[src/rtl/ysyx_22051086_pkg.sv]
// Shared definitions for the ysyx_22051086 write-back slice.
package ysyx_22051086_pkg;

  localparam int unsigned XLEN   = 64;
  localparam int unsigned REG_AW = 5;
  localparam int unsigned NREG   = 32;

  typedef enum logic {
    SRC_EXU = 1'b0,
    SRC_LSU = 1'b1
  } src_e;

endpackage

[src/rtl/ysyx_22051086_rr_arb2.sv]
// Two-requester round-robin arbiter; req/gnt bit 0 is EXU, bit 1 is LSU.
module ysyx_22051086_rr_arb2
  import ysyx_22051086_pkg::*;
(
  input  logic       clk,
  input  logic       rst_n,
  input  logic [1:0] req,
  output logic [1:0] gnt
);

  src_e last_grant;

  always_comb begin
    gnt = 2'b00;
    case (req)
      2'b01:   gnt = 2'b01;
      2'b10:   gnt = 2'b10;
      2'b11:   gnt = (last_grant == SRC_EXU) ? 2'b10 : 2'b01;
      default: gnt = 2'b00;
    endcase
  end

  // Any grant is a transfer because ready is the grant itself.
  always_ff @(posedge clk or negedge rst_n) begin
    if (!rst_n) begin
      last_grant <= SRC_EXU;
    end else if (|gnt) begin
      last_grant <= gnt[1] ? SRC_LSU : SRC_EXU;
    end
  end

endmodule

[src/rtl/ysyx_22051086_wbu.sv]
// Write-back unit: arbitrates EXU/LSU results into one register-file write per cycle and
// keeps the pending-write scoreboard. Define YSYX_22051086_WB_BYPASS_EN for read forwarding.
module ysyx_22051086_wbu #(
  parameter int unsigned XLEN = ysyx_22051086_pkg::XLEN,
  parameter int unsigned NREG = ysyx_22051086_pkg::NREG
) (
  input  logic                                 clk,
  input  logic                                 rst_n,
  input  logic                                 exu_valid,
  output logic                                 exu_ready,
  input  logic [ysyx_22051086_pkg::REG_AW-1:0] exu_rd,
  input  logic                                 exu_wen,
  input  logic [XLEN-1:0]                      exu_data,
  input  logic                                 lsu_valid,
  output logic                                 lsu_ready,
  input  logic [ysyx_22051086_pkg::REG_AW-1:0] lsu_rd,
  input  logic                                 lsu_wen,
  input  logic [XLEN-1:0]                      lsu_data,
  input  logic                                 iss_valid,
  input  logic [ysyx_22051086_pkg::REG_AW-1:0] iss_rd,
  input  logic                                 flush,
  input  logic [ysyx_22051086_pkg::REG_AW-1:0] raddr1,
  input  logic [ysyx_22051086_pkg::REG_AW-1:0] raddr2,
  output logic                                 busy1,
  output logic                                 busy2,
  output logic                                 rf_wen,
  output logic [ysyx_22051086_pkg::REG_AW-1:0] rf_waddr,
  output logic [XLEN-1:0]                      rf_wdata,
  output logic [63:0]                          commit_cnt
`ifdef YSYX_22051086_WB_BYPASS_EN
  ,
  output logic                                 byp_hit1,
  output logic                                 byp_hit2,
  output logic [XLEN-1:0]                      byp_data1,
  output logic [XLEN-1:0]                      byp_data2
`endif
);

  localparam int unsigned AW = ysyx_22051086_pkg::REG_AW;

  logic [1:0]      gnt;
  logic            xfer;
  logic [AW-1:0]   sel_rd;
  logic            sel_wen;
  logic [XLEN-1:0] sel_data;
  logic [NREG-1:0] busy_q, busy_d;

  ysyx_22051086_rr_arb2 u_arb (
    .clk   (clk),
    .rst_n (rst_n),
    .req   ({lsu_valid, exu_valid}),
    .gnt   (gnt)
  );

  assign exu_ready = gnt[0];
  assign lsu_ready = gnt[1];
  assign xfer      = |gnt;

  always_comb begin
    sel_rd   = gnt[1] ? lsu_rd   : exu_rd;
    sel_wen  = gnt[1] ? lsu_wen  : exu_wen;
    sel_data = gnt[1] ? lsu_data : exu_data;
  end

  // Address and data hold when idle; only the enable drops.
  always_ff @(posedge clk or negedge rst_n) begin
    if (!rst_n) begin
      rf_wen   <= 1'b0;
      rf_waddr <= '0;
      rf_wdata <= '0;
    end else if (xfer) begin
      rf_wen   <= sel_wen && (sel_rd != '0);
      rf_waddr <= sel_rd;
      rf_wdata <= sel_data;
    end else begin
      rf_wen   <= 1'b0;
    end
  end

  always_ff @(posedge clk or negedge rst_n) begin
    if (!rst_n) begin
      commit_cnt <= '0;
    end else if (xfer) begin
      commit_cnt <= commit_cnt + 64'd1;
    end
  end

  // Ordered so that an issue to the same rd overrides the write-back clear.
  always_comb begin
    busy_d = busy_q;
    if (flush) begin
      busy_d = '0;
    end
    if (rf_wen) begin
      busy_d[rf_waddr] = 1'b0;
    end
    if (iss_valid) begin
      busy_d[iss_rd] = 1'b1;
    end
    busy_d[0] = 1'b0;
  end

  always_ff @(posedge clk or negedge rst_n) begin
    if (!rst_n) begin
      busy_q <= '0;
    end else begin
      busy_q <= busy_d;
    end
  end

`ifdef YSYX_22051086_WB_BYPASS_EN
  always_comb begin
    byp_hit1  = rf_wen && (rf_waddr == raddr1) && (raddr1 != '0);
    byp_hit2  = rf_wen && (rf_waddr == raddr2) && (raddr2 != '0);
    byp_data1 = rf_wdata;
    byp_data2 = rf_wdata;
    busy1     = busy_q[raddr1] && !byp_hit1;
    busy2     = busy_q[raddr2] && !byp_hit2;
  end
`else
  assign busy1 = busy_q[raddr1];
  assign busy2 = busy_q[raddr2];
`endif

endmodule
[config.mk]
export PLATFORM = sky130hd
export DESIGN_NAME = ysyx_22051086_wbu
export DESIGN_NICKNAME = d
export VERILOG_FILES = /design/src/rtl/ysyx_22051086_pkg.sv /design/src/rtl/ysyx_22051086_rr_arb2.sv /design/src/rtl/ysyx_22051086_wbu.sv
export SDC_FILE = /design/constraint.sdc
export NUM_CORES = 1
export LEC_CHECK = 0
export CAP_MARGIN = 5
export CORE_UTILIZATION = 30
export CTS_CLUSTER_DIAMETER = 100
export DETAILED_ROUTE_END_ITERATION = 8
export GPL_TIMING_DRIVEN = 0
export SLEW_MARGIN = 20
export SYNTH_ARGS = -nofsm -noshare
export SYNTH_HDL_FRONTEND = slang
export SYNTH_SLANG_ARGS = --single-unit
[constraint.sdc]
create_clock -name clk -period 4.8 [get_ports clk]
set_input_delay 0.96 -clock clk [delete_from_list [all_inputs] [get_ports clk]]
set_output_delay 0.96 -clock clk [all_outputs]
set_load 0.05 [all_outputs]
==> results of run 1 <==
[cell usage in the layout, fill, tap and decap left out, types with 6 or more instances in the layout]
cell             instances
clkdlybuf4s50_1        293
nand3_1                 34
nand2b_1                64
nor3_2                   8
nor4_1                   9
nand3b_1                26
nand4_1                 25
xor2_1                  37
a21oi_1                128
nor3_1                  13
nand2_1                117
o21ai_0                123
clkbuf_16               17
mux2i_1                 23
inv_1                   10
a2111oi_0                6
dfrtp_1                166
nor2_1                  32
nor2b_1                 23
and3_1                   7
xnor2_1                 26
clkbuf_1                46
[critical path, cell delays in order]
cell             delay (ns)
clkdlybuf4s50_1        0.54
buf_2                  0.29
inv_1                  0.16
a2111oi_0              0.62
a221oi_1               0.11
nand4b_1               0.14
nand4_1                0.10
clkdlybuf4s50_1        0.71
[stage by stage]
step	setup WS, ns	util	power, mW
after floorplan	1.41	-	2.34
after global placement	-4.62	0.427	2.88
after detailed placement	0.235	0.429	2.89
after CTS	0.230	0.448	4.24
after global routing	0.0141	0.448	4.39
final	0.202	0.448	4.19
[logic make-up (layout without fill, tap and decap cells)]
kind of cell    Yosys count  after routing  share of synthesized area
fa+ha+maj                 1              1                    0.00140
buf+inv                  65            393                     0.0286
other cells               0              1                          0
flops                   166            166                      0.464
compound gates          267            267                      0.155
simple gates            398            398                      0.253
mux                      28             28                     0.0370
xor+xnor                 63             63                     0.0616
[cells in the mapped netlist, types with 4 or more instances]
master | count | share of area
dfrtp_1 | 166 | 0.46
and2_1 | 5 | 0.0035
buf_1 | 5 | 0.0021
a2111oi_0 | 6 | 0.0059
nand4_1 | 25 | 0.017
a21oi_1 | 128 | 0.071
nor4_1 | 9 | 0.0063
nor3_1 | 13 | 0.0073
nor3b_1 | 4 | 0.0034
inv_1 | 10 | 0.0042
or2_2 | 4 | 0.0028
a221oi_1 | 4 | 0.0039
xnor2_1 | 26 | 0.025
nor2b_1 | 23 | 0.016
mux2i_1 | 23 | 0.026
o21ai_0 | 123 | 0.069
nand2_1 | 117 | 0.049
nand3_1 | 34 | 0.019
buf_2 | 4 | 0.0022
xor2_1 | 37 | 0.036
nor4_2 | 4 | 0.0056
nor2_1 | 32 | 0.013
and3_1 | 7 | 0.0049
mux4_2 | 4 | 0.010
clkbuf_1 | 45 | 0.019
nor3_2 | 8 | 0.0089
nand2b_1 | 64 | 0.045
nand3b_1 | 26 | 0.022
[metal layers]
metal	share of wire	vias to the layer above	global-route usage	wire, µm
met2	0.49	289	0.338	15000
met3	0.073	34	0.0598	2240
met5	0	-	0	0
met4	0.019	0	0.0580	569
li1	-	4124	-	-
met1	0.42	4080	0.244	12800
[sequential cells by signal, summed over array words and instances, names as in the netlist]
signal	cells
u_arb.last_grant	1
rf_waddr	5
busy_q	31
rf_wen	1
rf_wdata	64
commit_cnt	64
[where the power goes]
part	internal, mW	switching, mW
Sequential	1.51	0.111
Combinational	0.450	0.781
Clock	0.696	0.639
[area by class of cell]
type | instances | area (µm²) | share of cell area
multi-input combinational | 757 | 4550 | 0.350
buffer | 55 | 219 | 0.0168
sequential | 166 | 4150 | 0.319
antenna | 1 | 2.50 | 0.000192
tap | 384 | 480 | 0.0369
inverter | 10 | 37.5 | 0.00289
timing repair buffer | 296 | 3000 | 0.231
clock buffer | 19 | 443 | 0.0341
clock inverter | 13 | 115 | 0.00885
[worst min-delay path by stage]
| stage | slack (ns) | end |
|---|---|---|
| 2_1_floorplan | 0.48 | busy_q[10]$_DFF_PN0_ |
| 3_3_place_gp | 0.48 | commit_cnt[27]$_DFFE_PN0P_ |
| 3_5_place_dp | 0.48 | commit_cnt[27]$_DFFE_PN0P_ |
| 4_1_cts | 0.41 | commit_cnt[28]$_DFFE_PN0P_ |
| 5_1_grt | 0.42 | commit_cnt[28]$_DFFE_PN0P_ |
| 6_report | 0.42 | commit_cnt[28]$_DFFE_PN0P_ |
==> impl_results.md, run 1 <==
* Status: finished, final reports clean
* CTS tree: built
* GRT Util Overall at 0.200
* Endpoints failing hold at 0
* Die W at 175 µm
* Placed cell area at roughly 12000 µm²
* Fmax at roughly 220 MHz
* Post-Syn Area at between 8000 and 9000 µm²
* DIE AREA at between 30000 and 40000 µm²
* Total gr overflow at 0
* Detailed-route DRC error count at 0
* Post-DP HPWL at about 24000 µm
* CTS Hold Bufs at 0
* EDFF count, synth at 0
* Placed Cells at 1668
* Crit path to: busy2
* Setup_tns at 0 ns
* Yosys warnings at 0
* Setup violators final at 0
* Nets@finish at around 1500
* Setup slack, reg-to-reg at between 2 and 3 ns
* Worst skew pair latency at 0.43 ns
* Ys flop type: dfrtp_1
* Worst-Margin Slew at roughly 0.74 ns
* Wirelength, routed at ~31000 µm
* Sequential element share of the synthesized area at 0.464
* # fillers at around 2900
* Post-route design area at around 13000 µm²
* Wire per inst at between 15 and 20 µm
* Global-route wire length before repair at ~48000 µm
* Yosys reg bits at 166
* Post-detailed-route via-to-cell ratio at 5.01
* Fraction of registers with async set/reset at 1.00
* GPL Wtd Cong at ~0.83
* Worst Path Arrival at around 3.6 ns
* CP Launch Type: primary input
* Largest net degree at the start of global routing at 65
* Area grow syn2layout at 45.1%
* Hold Crit Class: in2async
* CTS Sinks at around 170
* RSZ-0062 raised after global routing: false
* Yosys cell types at 48
* Leak pwr at roughly 5.2 nW
* Syn_area_per_cell at ~9 µm²
* Max-cap viol count at 0
* Crit Path Category: in2out
* H-tree level count at 4
* DRT antenna net count at 0
* I/O pin cnt at around 300
* Postcts setup bufs at 0
* Die Height at ~170 µm
* Fin crit share at 0.958
* Min cycle time layout at about 4.6 ns
* Crit path from: raddr2[1]
* Worst Skew at between 0.015 and 0.02 ns
* Cell Pwr Density at 322 nW/µm²
* Resized cells post-CTS at 0
* # rows at 62
* Fin. max-slew vios at 0
* CP Capture Type: output port
* Share of cells above drive strength 1 at 0.0547
* Post-synthesis instance total at between 900 and 1000
* Layout Cells excl Fill at roughly 1700
* Max Root-Sink Buffers at 2
* Largest fanout on the critical path at 10
* Worst VDD drop at 0.000224 V
* CTS buffer count at 17
* Initial antenna violation count at 1
* Number of DRC markers in iteration 0 at approximately 470
* Reg2reg end: commit_cnt[34]$_DFFE_PN0P_
* Initial Util at 0.309
* Net Count, Synth at between 1000 and 1500
* Drt pass-1 iters at 7
* RR Startpoint: commit_cnt[0]$_DFFE_PN0P_
* Vias in the first global route at between 8000 and 9000
* CORE AREA at a little under 30000 µm²
* Routed via count at between 8000 and 9000
* Port bufs at between 200 and 300
* Clock slew at reported path FFs at roughly 0.080 ns
* Root Driver: clkbuf_16
* Worst r2r path cells at 6
* Max-slew headroom at 0.509
* WHS at 0.419 ns
* Critical Path RT at between 3 and 4 ns
Note: power is estimated with default switching activity, not from simulation.
==> inputs of run 2 (changes only) <==
Settings changed: HOLD_SLACK_MARGIN set to 0.06.
Clock period 4.8 ns to 5.84 ns, I/O delays scaled along.
==> results of run 2 <==
The final DEF is identical to that of run 1. Status: finished, final reports clean.
Main changes from that run: setup slack after placement 0.235 ns -> 0.859 ns; clock-pin slew on the worst setup and hold paths 0.08 ns -> 0.07 ns; setup slack after layout 0.202 ns -> 0.826 ns; hold slack 0.419 ns -> 0.495 ns; register-to-register setup slack 2.55 ns -> 3.59 ns; total power 4.19 mW -> 3.44 mW; worst IR drop on VDD 0.000224 V -> 0.000184 V
==> inputs of run 3 (changes only) <==
Settings changed: CORE_UTILIZATION 30 to 50, PLACE_DENSITY set to 0.86.
==> run 3 against run 2 <==
Compared with the run above:
- final cell count decreased by 9.4%
- maximum frequency decreased by 0.93%
- sequential power hardly changed
- setup slack worse by 0.047 ns
- first-iteration DRC count grew 38%
- largest cell class unchanged
==> impl_results.md, run 3 (same netlist as run 1, synthesis figures left out) <==
* Worst Path Arrival at 3.89 ns (was 3.85 ns)
* DRT antenna net count at 0 (unchanged)
* Fin crit share at 0.867 (was 0.858)
* Fmax at 198 MHz (was 199 MHz)
* Most common cell after layout, fill and taps aside: clkdlybuf4s50_1 (unchanged)
* Max Root-Sink Buffers at 2 (unchanged)
* Vias in the first global route at 8671 (was 8448)
* Share of cells above drive strength 1 at 0.0555 (was 0.0547)
* Root Driver: clkbuf_16 (unchanged)
* Wl on met1 at 11100 µm (was 12800 µm)
* Drt pass-1 iters at 5 (was 7)
* Port bufs at 294 (unchanged)
* Largest net degree at the start of global routing at 65 (unchanged)
* Post-DP HPWL at 22400 µm (was 23600 µm)
* Clock slew at reported path FFs at 0.07 ns (about the same)
* GRT Util Overall at 0.326 (was 0.200)
* Seq. cell area at 4150 µm² (unchanged)
* # fillers at 1298 (was 2885)
* Layout Cells excl Fill at 1541 (was 1701)
* Setup WS post-layout at 0.779 ns (was 0.826 ns)
* # rows at 48 (was 62)
* Nets@finish at 1465 (unchanged)
* WL met3 at 1990 µm (was 2240 µm)
* H-tree level count at 4 (unchanged)
* Wirelength, routed at 29400 µm (was 30600 µm)
* Postcts setup bufs at 0 (unchanged)
* Post-detailed-route via-to-cell ratio at 5.79 (was 5.01)
* Initial Util at 0.515 (was 0.309)
* Global-route wire length before repair at 46000 µm (was 47700 µm)
* Largest fanout on the critical path at 10 (unchanged)
* Slowest cell delay on critical path at 0.72 ns (was 0.71 ns)
* Crit path cell chain: clkdlybuf4s50_1 > buf_2 > inv_1 > a2111oi_0 > a221oi_1 > nand4b_1 > nand4_1 > clkdlybuf4s50_1 (unchanged)
* Reg2reg end: commit_cnt[58]$_DFFE_PN0P_ (was commit_cnt[34]$_DFFE_PN0P_)
* DR top layer: met4 (unchanged)
* Leak pwr at 5.26 nW (was 5.24 nW)
* Worst-Margin Slew at 0.659 ns (was 0.737 ns)
* Number of DRC markers in iteration 0 at 648 (was 468)
* Total gr overflow at 0 (unchanged)
* # diodes at 0 (was 1)
* Critical Path RT at 4.67 ns (about the same)
* Setup_tns at 0 ns (unchanged)
* Area grow syn2layout at 43.1% (was 45.1%)
* Met2 wire length at 14700 µm (was 15000 µm)
* Status: finished, final reports clean (unchanged)
* Wire per inst at 19.1 µm (was 18.0 µm)
* Worst Skew at 0.0131 ns (was 0.0161 ns)
* Initial antenna violation count at 0 (was 1)
* Critical path depth at 8 (unchanged)
* Die Height at 136 µm (was 175 µm)
* Crit path from: raddr1[1] (was raddr2[1])
* Placed Cells at 1509 (was 1668)
* CP Capture Type: output port (unchanged)
* Crit path to: busy1 (was busy2)
* Min cycle time layout at 5.06 ns (was 5.01 ns)
* CORE AREA at 17400 µm² (was 29000 µm²)
* RR Startpoint: commit_cnt[36]$_DFFE_PN0P_ (was commit_cnt[0]$_DFFE_PN0P_)
* Die W at 136 µm (was 175 µm)
* CTS Hold Bufs at 0 (unchanged)
* Worst r2r path cells at 5 (was 6)
* DP Worst Slack at 0.878 ns (was 0.859 ns)
* Routed via count at 8927 (was 8527)
* CTS tree: built (unchanged)
* WP buf/inv at 4 (unchanged)
* RSZ-0062 raised after global routing: false (unchanged)
* Setup violators final at 0 (unchanged)
* Crit Path Category: in2out (unchanged)
* DIE AREA at 18500 µm² (was 30600 µm²)
* Worst skew pair latency at 0.43 ns (about the same)
* Endpoints failing hold at 0 (unchanged)
* Regs by FF count: commit_cnt: 64 flops, rf_wdata: 64 flops, busy_q: 31 flops (unchanged)
* CP max stage cell: clkdlybuf4s50_1 (unchanged)
* Resized cells post-CTS at 0 (unchanged)
* Most frequent cells in the layout: 293 x clkdlybuf4s50_1, 166 x dfrtp_1, 128 x a21oi_1, 123 x o21ai_0, 117 x nand2_1 (unchanged)
* CTS Sinks at 166 (unchanged)
* CTS buffer count at 17 (unchanged)
* Setup slack, reg-to-reg at 3.61 ns (was 3.59 ns)
* Crit path max-delay family: buffers and inverters (unchanged)
* Max-slew headroom at 0.550 (was 0.509)
* Max-cap viol count at 0 (unchanged)
* Crit path top cell by count: clkdlybuf4s50_1 (unchanged)
* Fin. max-slew vios at 0 (unchanged)
* Cell Pwr Density at 271 nW/µm² (was 265 nW/µm²)
* I/O pin cnt at 299 (unchanged)
* Multi-input logic area at 4550 µm² (unchanged)
* GPL Wtd Cong at 0.936 (was 0.833)
* Worst VDD drop at 0.000212 V (was 0.000184 V)
* CP Launch Type: primary input (unchanged)
* WHS at 0.501 ns (was 0.495 ns)
* Detailed-route DRC error count at 0 (unchanged)
* Hold Crit Class: reg2reg (unchanged)
* Total Power at 3.47 mW (was 3.44 mW)
run 3: changes by cell type in the layout (fill, tap and decap cells not counted):
cell        change
clkbuf_1        -1
bufinv_16       +1
clkinv_4        -1
inv_6           +3
clkbuf_8        -1
diode_2         -1
clkinvlp_4      -1
run 3: per-stage QoR:
stage	utilization	instance area, µm²
5_1_grt	0.736	12800
3_5_place_dp	0.703	12200
6_report	0.736	12800
3_3_place_gp	0.700	12200
2_1_floorplan	-	8960
4_1_cts	0.736	12800
run 3: area by class of cell:
| cell class | count | share of cell area |
|---|---|---|
| Clock inverter | 15 | 0.0121 |
| Buffer | 55 | 0.0171 |
| Tap cell | 225 | 0.0219 |
| Sequential cell | 166 | 0.324 |
| Inverter | 10 | 0.00293 |
| Multi-Input combinational cell | 757 | 0.355 |
| Timing Repair Buffer | 296 | 0.234 |
| Clock buffer | 17 | 0.0332 |
run 3: worst register-to-register path, stage by stage (launching register included):
cell and delay [ns]:
dfrtp_1 0.44, nand4_1 0.26, nor4_1 0.57, nand4_1 0.41, nor3_1 0.32, xor2_1 0.16
run 3: metal layers:
metal | track usage | vias up
li1 | - | 4127
met4 | 0.180 | 0
met5 | 0 | -
met3 | 0.0798 | 101
met2 | 0.544 | 386
met1 | 0.386 | 4313
run 3: power by group:
part / total, mW / internal (mW) / switching, mW
registers: 1.34 / 1.25 / 0.0946
clock network: 1.13 / 0.606 / 0.520
logic: 1.01 / 0.370 / 0.639
run 3: how the worst min path moves through the flow:
stage / start / to / slack [ns] / cells after the start
floorplan: busy_q[10]$_DFF_PN0_ / busy_q[10]$_DFF_PN0_ / 0.48 / 2
global placement: commit_cnt[63]$_DFFE_PN0P_ / commit_cnt[63]$_DFFE_PN0P_ / 0.48 / 1
detailed placement: commit_cnt[27]$_DFFE_PN0P_ / commit_cnt[27]$_DFFE_PN0P_ / 0.49 / 1
CTS: commit_cnt[63]$_DFFE_PN0P_ / commit_cnt[63]$_DFFE_PN0P_ / 0.50 / 1
global route: commit_cnt[39]$_DFFE_PN0P_ / commit_cnt[39]$_DFFE_PN0P_ / 0.52 / 1
finish: commit_cnt[27]$_DFFE_PN0P_ / commit_cnt[27]$_DFFE_PN0P_ / 0.50 / 1
